`config.mk`:
```
export PLATFORM = sky130hd
export DESIGN_NAME = pulse_train_gen_flat
export DESIGN_NICKNAME = d
export VERILOG_FILES = /design/src/rtl/pulse_train_gen_if.sv /design/src/rtl/pulse_train_gen.sv /design/src/flat_wrapper.sv
export SDC_FILE = /design/constraint.sdc
export NUM_CORES = 1
export LEC_CHECK = 0
export ABC_AREA = 1
export BUFFER_PORTS_ARGS = -buffer_cell sky130_fd_sc_hd__buf_4
export CAP_MARGIN = 20
export CORE_AREA = 4 4 128 192
export DETAILED_ROUTE_END_ITERATION = 7
export DIE_AREA = 0 0 132 196
export GPL_ROUTABILITY_DRIVEN = 1
export PLACE_DENSITY_LB_ADDON = 0.3
export SLEW_MARGIN = 20
export SYNTH_ARGS = -nofsm -noshare
export SYNTH_HDL_FRONTEND = slang
export SYNTH_SLANG_ARGS = --single-unit
```
`constraint.sdc`:
```
create_clock -name clk -period 4.7 [get_ports clk]
set_input_delay 0.235 -clock clk [delete_from_list [all_inputs] [get_ports clk]]
set_output_delay 0.235 -clock clk [all_outputs]
set_load 0.02 [all_outputs]
```
`src/rtl/pulse_train_gen_if.sv`:
```
// pulse_train_gen_if: request/config inputs and pulse/status outputs of the pulse train generator
interface pulse_train_gen_if #(
    parameter int CNT_W = 16,
    parameter int REP_W = 8
);
    logic             start;
    logic             abort;
    logic [CNT_W-1:0] delay_len;
    logic [CNT_W-1:0] high_len;
    logic [CNT_W-1:0] low_len;
    logic [REP_W-1:0] repeat_cnt;
    logic             pulse_o;
    logic             pulse_d_o;
    logic             busy;
    logic             done;
    logic [REP_W-1:0] rep_idx;
    modport master (
        output start, abort, delay_len, high_len, low_len, repeat_cnt,
        input  pulse_o, pulse_d_o, busy, done, rep_idx
    );
    modport slave (
        input  start, abort, delay_len, high_len, low_len, repeat_cnt,
        output pulse_o, pulse_d_o, busy, done, rep_idx
    );
endinterface

```
`src/rtl/pulse_train_gen.sv`:
```
// pulse_train_gen: programmable pulse train (delay, high, low, repeat) with a delayed copy
module pulse_train_gen #(
    parameter int CNT_W      = 16,
    parameter int REP_W      = 8,
    parameter int PIPE_DEPTH = 2
) (
    input logic               clk,
    input logic               reset,
    pulse_train_gen_if.slave  bus
);
    typedef enum logic [1:0] {IDLE, DELAY, HIGH, LOW} state_t;
    state_t              state_q, state_d;
    logic [CNT_W-1:0]    cnt_q, cnt_d;
    logic [CNT_W-1:0]    h_q, h_d;
    logic [CNT_W-1:0]    l_q, l_d;
    logic [REP_W-1:0]    last_q, last_d;
    logic [REP_W-1:0]    idx_q, idx_d;
    logic                pulse_q, pulse_d;
    logic                done_q, done_d;
    logic [PIPE_DEPTH-1:0] pipe_q;
    logic [PIPE_DEPTH:0]   pipe_ext;
    logic [CNT_W-1:0]    hm1, lm1;
    // Lengths are stored minus one so a zero length behaves as one cycle
    assign hm1      = (bus.high_len == '0) ? '0 : bus.high_len - 1'b1;
    assign lm1      = (bus.low_len == '0) ? '0 : bus.low_len - 1'b1;
    assign pipe_ext = {pipe_q, pulse_q};
    // State, counters, latched config, pulse and delay-line registers
    always_ff @(posedge clk or posedge reset) begin
        if (reset) begin
            state_q <= IDLE;
            cnt_q   <= '0;
            h_q     <= '0;
            l_q     <= '0;
            last_q  <= '0;
            idx_q   <= '0;
            pulse_q <= 1'b0;
            done_q  <= 1'b0;
            pipe_q  <= '0;
        end else begin
            state_q <= state_d;
            cnt_q   <= cnt_d;
            h_q     <= h_d;
            l_q     <= l_d;
            last_q  <= last_d;
            idx_q   <= idx_d;
            pulse_q <= pulse_d;
            done_q  <= done_d;
            pipe_q  <= pipe_ext[PIPE_DEPTH-1:0];
        end
    end
    // Next-state logic: phase sequencing, counter reloads, abort override
    always_comb begin
        state_d = state_q;
        cnt_d   = cnt_q;
        h_d     = h_q;
        l_d     = l_q;
        last_d  = last_q;
        idx_d   = idx_q;
        done_d  = 1'b0;
        case (state_q)
            IDLE: if (bus.start && !bus.abort) begin
                h_d    = hm1;
                l_d    = lm1;
                last_d = bus.repeat_cnt - 1'b1;
                idx_d  = '0;
                if (bus.repeat_cnt == '0) begin
                    done_d = 1'b1;
                end else if (bus.delay_len == '0) begin
                    state_d = HIGH;
                    cnt_d   = hm1;
                end else begin
                    state_d = DELAY;
                    cnt_d   = bus.delay_len - 1'b1;
                end
            end
            DELAY: begin
                state_d = (cnt_q == '0) ? HIGH : DELAY;
                cnt_d   = (cnt_q == '0) ? h_q : cnt_q - 1'b1;
            end
            HIGH: begin
                state_d = (cnt_q == '0) ? LOW : HIGH;
                cnt_d   = (cnt_q == '0) ? l_q : cnt_q - 1'b1;
            end
            LOW: begin
                if (cnt_q != '0) begin
                    cnt_d = cnt_q - 1'b1;
                end else if (idx_q == last_q) begin
                    state_d = IDLE;
                    idx_d   = '0;
                    done_d  = 1'b1;
                end else begin
                    state_d = HIGH;
                    cnt_d   = h_q;
                    idx_d   = idx_q + 1'b1;
                end
            end
            default: state_d = IDLE;
        endcase
        if (bus.abort && state_q != IDLE) begin
            state_d = IDLE;
            idx_d   = '0;
            done_d  = 1'b0;
        end
        pulse_d = (state_d == HIGH);
    end
    assign bus.pulse_o   = pulse_q;
    assign bus.pulse_d_o = pipe_q[PIPE_DEPTH-1];
    assign bus.busy      = (state_q != IDLE);
    assign bus.done      = done_q;
    assign bus.rep_idx   = idx_q;
endmodule

```
`src/flat_wrapper.sv`:
```
// flat-port wrapper written by rule: the top's interface ports become plain ports
module pulse_train_gen_flat 
#(
    parameter int CNT_W      = 16,
    parameter int REP_W      = 8,
    parameter int PIPE_DEPTH = 2
)
  (clk, reset, bus_start, bus_abort, bus_delay_len, bus_high_len, bus_low_len, bus_repeat_cnt, bus_pulse_o, bus_pulse_d_o, bus_busy, bus_done, bus_rep_idx);
  pulse_train_gen_if #(.CNT_W(CNT_W), .REP_W(REP_W)) bus_i ();
  input logic clk;
  input logic reset;
  input wire logic [$bits(bus_i.start)-1:0] bus_start;
  input wire logic [$bits(bus_i.abort)-1:0] bus_abort;
  input wire logic [$bits(bus_i.delay_len)-1:0] bus_delay_len;
  input wire logic [$bits(bus_i.high_len)-1:0] bus_high_len;
  input wire logic [$bits(bus_i.low_len)-1:0] bus_low_len;
  input wire logic [$bits(bus_i.repeat_cnt)-1:0] bus_repeat_cnt;
  output wire logic [$bits(bus_i.pulse_o)-1:0] bus_pulse_o;
  output wire logic [$bits(bus_i.pulse_d_o)-1:0] bus_pulse_d_o;
  output wire logic [$bits(bus_i.busy)-1:0] bus_busy;
  output wire logic [$bits(bus_i.done)-1:0] bus_done;
  output wire logic [$bits(bus_i.rep_idx)-1:0] bus_rep_idx;
  assign bus_i.start = bus_start;
  assign bus_i.abort = bus_abort;
  assign bus_i.delay_len = bus_delay_len;
  assign bus_i.high_len = bus_high_len;
  assign bus_i.low_len = bus_low_len;
  assign bus_i.repeat_cnt = bus_repeat_cnt;
  assign bus_pulse_o = bus_i.pulse_o;
  assign bus_pulse_d_o = bus_i.pulse_d_o;
  assign bus_busy = bus_i.busy;
  assign bus_done = bus_i.done;
  assign bus_rep_idx = bus_i.rep_idx;
  pulse_train_gen #(.CNT_W(CNT_W), .REP_W(REP_W), .PIPE_DEPTH(PIPE_DEPTH)) u_core (.clk(clk), .reset(reset), .bus(bus_i));
endmodule
```
==> metrics <==
count leader, synth=nand2_1; kind of critical path=reg -> reg; worst min path class=in -> reg; critical path's largest stage delay=~0.77 ns; Worst path top cell family by delay=buffers and inverters; CTS Hold Bufs=0; number of flops mapped to enable cells by yosys=0; Root Buffer Master=clkbuf_16; Setup crit start kind=flip-flop; DRT antenna net count=0; count of nets after finishing=about 1000; Crit Path Max Fanout=25; Ys Warns=0; Total GRT Usage=a little over an eighth; hold path cells=2; hold_sp=bus_repeat_cnt[0]; initial antenna violation count=0; Worst Hold Endpoint=u_core.last_q[0]; global-route wire length before repair=roughly 29 mm; Max-Cap Viols=0; Seq/Total Area, Yosys=a little under a third; number of global-route vias before repair=~5700; Final setup viols=0; CTS Buf Count=9; Worst Skew=0.00543 ns; predominant post-synthesis flop cell=dfrtp_1; Syn Area/Cell=6.23 um2; fmax=between 0.3 and 0.4 GHz; Max stage delay cell, worst path=ha_1; netlist area before placement=0.00566 mm2; worst vdd ir=roughly 0.00021 V; CTS H-Tree Depth=3; Via density=between 4 and 5; Synth cell types=39; area of the die=0.0259 mm2; Core Area=about 0.023 mm2; dpl cell area=around 0.0064 mm2; Power Dens Cells=486 mW/mm2; post-CTS setup buffers=0; Pre-antenna DRT Iters=6; Ant. Diodes=0; Routability Congestion=~0.85; drt drc=0; Final HPWL DP=13.7 mm; DR iter-0 viols=390; synth cell count leaders=nand2_1, nor2_1, nand3_1; CP bufs+invs=3; R2R Path End=u_core.cnt_q[15]; routed via count=approximately 5700; clock tree buffer depth=2; # fillers=between 2000 and 3000; post-route cell area=roughly 0.0067 mm2; Avg WL per Cell=~14 um; layout cell share with drive strength beyond 1=about an eighth; P&R area growth vs syn=18.8%; num ports=just over 70; cell taking the most area after synthesis=dfrtp_1; CP endpoint kind=flip-flop; R2R setup slack=around 1.7 ns; Tightest Pin Transition=roughly 0.96 ns; Worst Path Required=around 5.0 ns; status=finished clean; critical path, cell by cell=inv_1 > ha_1 > clkinv_1 > nor2_1 > nor2_4 > inv_4 > nand2_1 > nand2_1; Max Slew Vio Count=0; WP depth=8; clk_lat worst skew=0.34 ns; Worst path most repeated cell=nand2_1; input/output buffers=a little over 70; arrival time worst endpoint=around 3.3 ns; largest net degree at the start of global routing=between 70 and 80; synth top area cells=dfrtp_1, nand2_1, nand3_1; share of the synthesized area in the top cell type=between 30% and 40%; Post-Route WL=~17 mm; RSZ-0062 raised after global routing=no; clk sink count=70; reg2reg start=u_core.state_q[1]; fin crit period=slightly below 3 ns; Async SR Flop Fraction=100%; syn_nets=981; relative slew slack=35.9%; Seq cells post-synth=70; setup_tns=0 ns; Die Ht=196 um; Initial Util=about a quarter; final period utilization=a little under two thirds; final hold viol count=0; Die Wd=~130 um; Gate Count Post-Synth=approximately 910; CTS-repair resized insts=0; Worst-path clk slew=approximately 0.060 ns; Pleak=about 3.4 nW; CTS tree=built; total grt overflow=0; Worst Reg-to-Reg Cells=8; row count=68
-- final cells by class --
class / instances / area, um2 / share of cell area (%)
clock inverters: 7 / 73.8 / 1.10
well taps: 280 / 350 / 5.20
multi-input cells: 709 / 3380 / 50.2
inverters: 104 / 393 / 5.84
repair buffers: 74 / 556 / 8.25
flip-flops and latches: 70 / 1750 / 26.0
clock buffers: 9 / 225 / 3.35
-- sequential cells by signal (all words and copies together) (netlist names) --
| name | count |
|---|---|
| u_core.bus.done | 1 |
| u_core.bus.rep_idx | 8 |
| u_core.bus.pulse_o | 1 |
| u_core.h_q | 16 |
| u_core.l_q | 16 |
| u_core.pipe_q | 2 |
| u_core.state_q | 2 |
| u_core.cnt_q | 16 |
| u_core.last_q | 8 |
-- cell usage in the layout, fill, tap and decap left out, types with 4 or more instances in the layout --
cell,count
nor2_1,108
inv_1,97
buf_4,74
nand2_1,316
inv_2,5
nand3_1,100
o21ai_1,9
or2_2,4
nor3_1,6
clkbuf_16,9
o21ai_0,53
xor2_1,25
nand3_2,4
dfrtp_1,70
a21oi_1,12
xnor2_1,10
ha_1,12
nand3b_1,11
nor2_2,10
clkinvlp_4,4
nand4_1,9
-- layer usage --
metal / global-route usage [%] / wire (um) / up-vias
met5: 0 / 0 / -
met4: 6.31 / 634 / 0
met3: 1.59 / 612 / 29
met2: 25.4 / 9050 / 121
met1: 15.7 / 7160 / 2555
li1: - / - / 2981
-- worst max-delay path by stage --
| stage | from | endpoint | slack (ns) |
|---|---|---|---|
| floorplan | reset | u_core.bus.done | 2.70 |
| global placement | u_core.state_q[1] | u_core.cnt_q[11] | 1.82 |
| detailed placement | u_core.state_q[1] | u_core.cnt_q[10] | 1.77 |
| CTS | u_core.state_q[1] | u_core.cnt_q[6] | 1.74 |
| global route | u_core.state_q[1] | u_core.bus.rep_idx[1] | 1.37 |
| finish | u_core.state_q[1] | u_core.cnt_q[15] | 1.72 |
-- worst reg2reg max path, delay by kind of cell, from the launching register on --
family | cells | cell delay (ns)
fa+ha+maj | 1 | 0.77
buf+inv | 3 | 1.03
flops | 1 | 0.41
simple gates | 4 | 0.71
-- metrics by stage --
stage / utilization, % / total power [W] / hold slack (ns) / setup slack, ns / cells
finish: 29.4 / 0.00327 / 0.113 / 1.72 / 1253
global route: 29.4 / 0.00357 / 0.149 / 1.37 / 1253
CTS: 29.4 / 0.00330 / 0.101 / 1.74 / 1253
detailed placement: 28.1 / 0.00259 / 0.336 / 1.77 / 1237
global placement: 28.1 / 0.00258 / 0.333 / 1.82 / 1237
floorplan: - / 0.00212 / 0.331 / 2.70 / 909
-- report_power, final --
group          internal, W  switching, W
clock             0.000412      0.000282
combinational     0.000525       0.00101
sequential        0.000856      0.000184
total              0.00179       0.00148
-- cells by family after synthesis --
kind of cell               Yosys count  synth area share (%)
AOI/OAI and AO/OA                   84                  7.93
adders and majority gates           12                  2.65
buffers and inverters              130                  9.37
xor gates and xnor gates            35                  5.41
and+or+nand+nor                    578                  43.7
DFF                                 70                  30.9
Power figures use the tool's default switching activity.
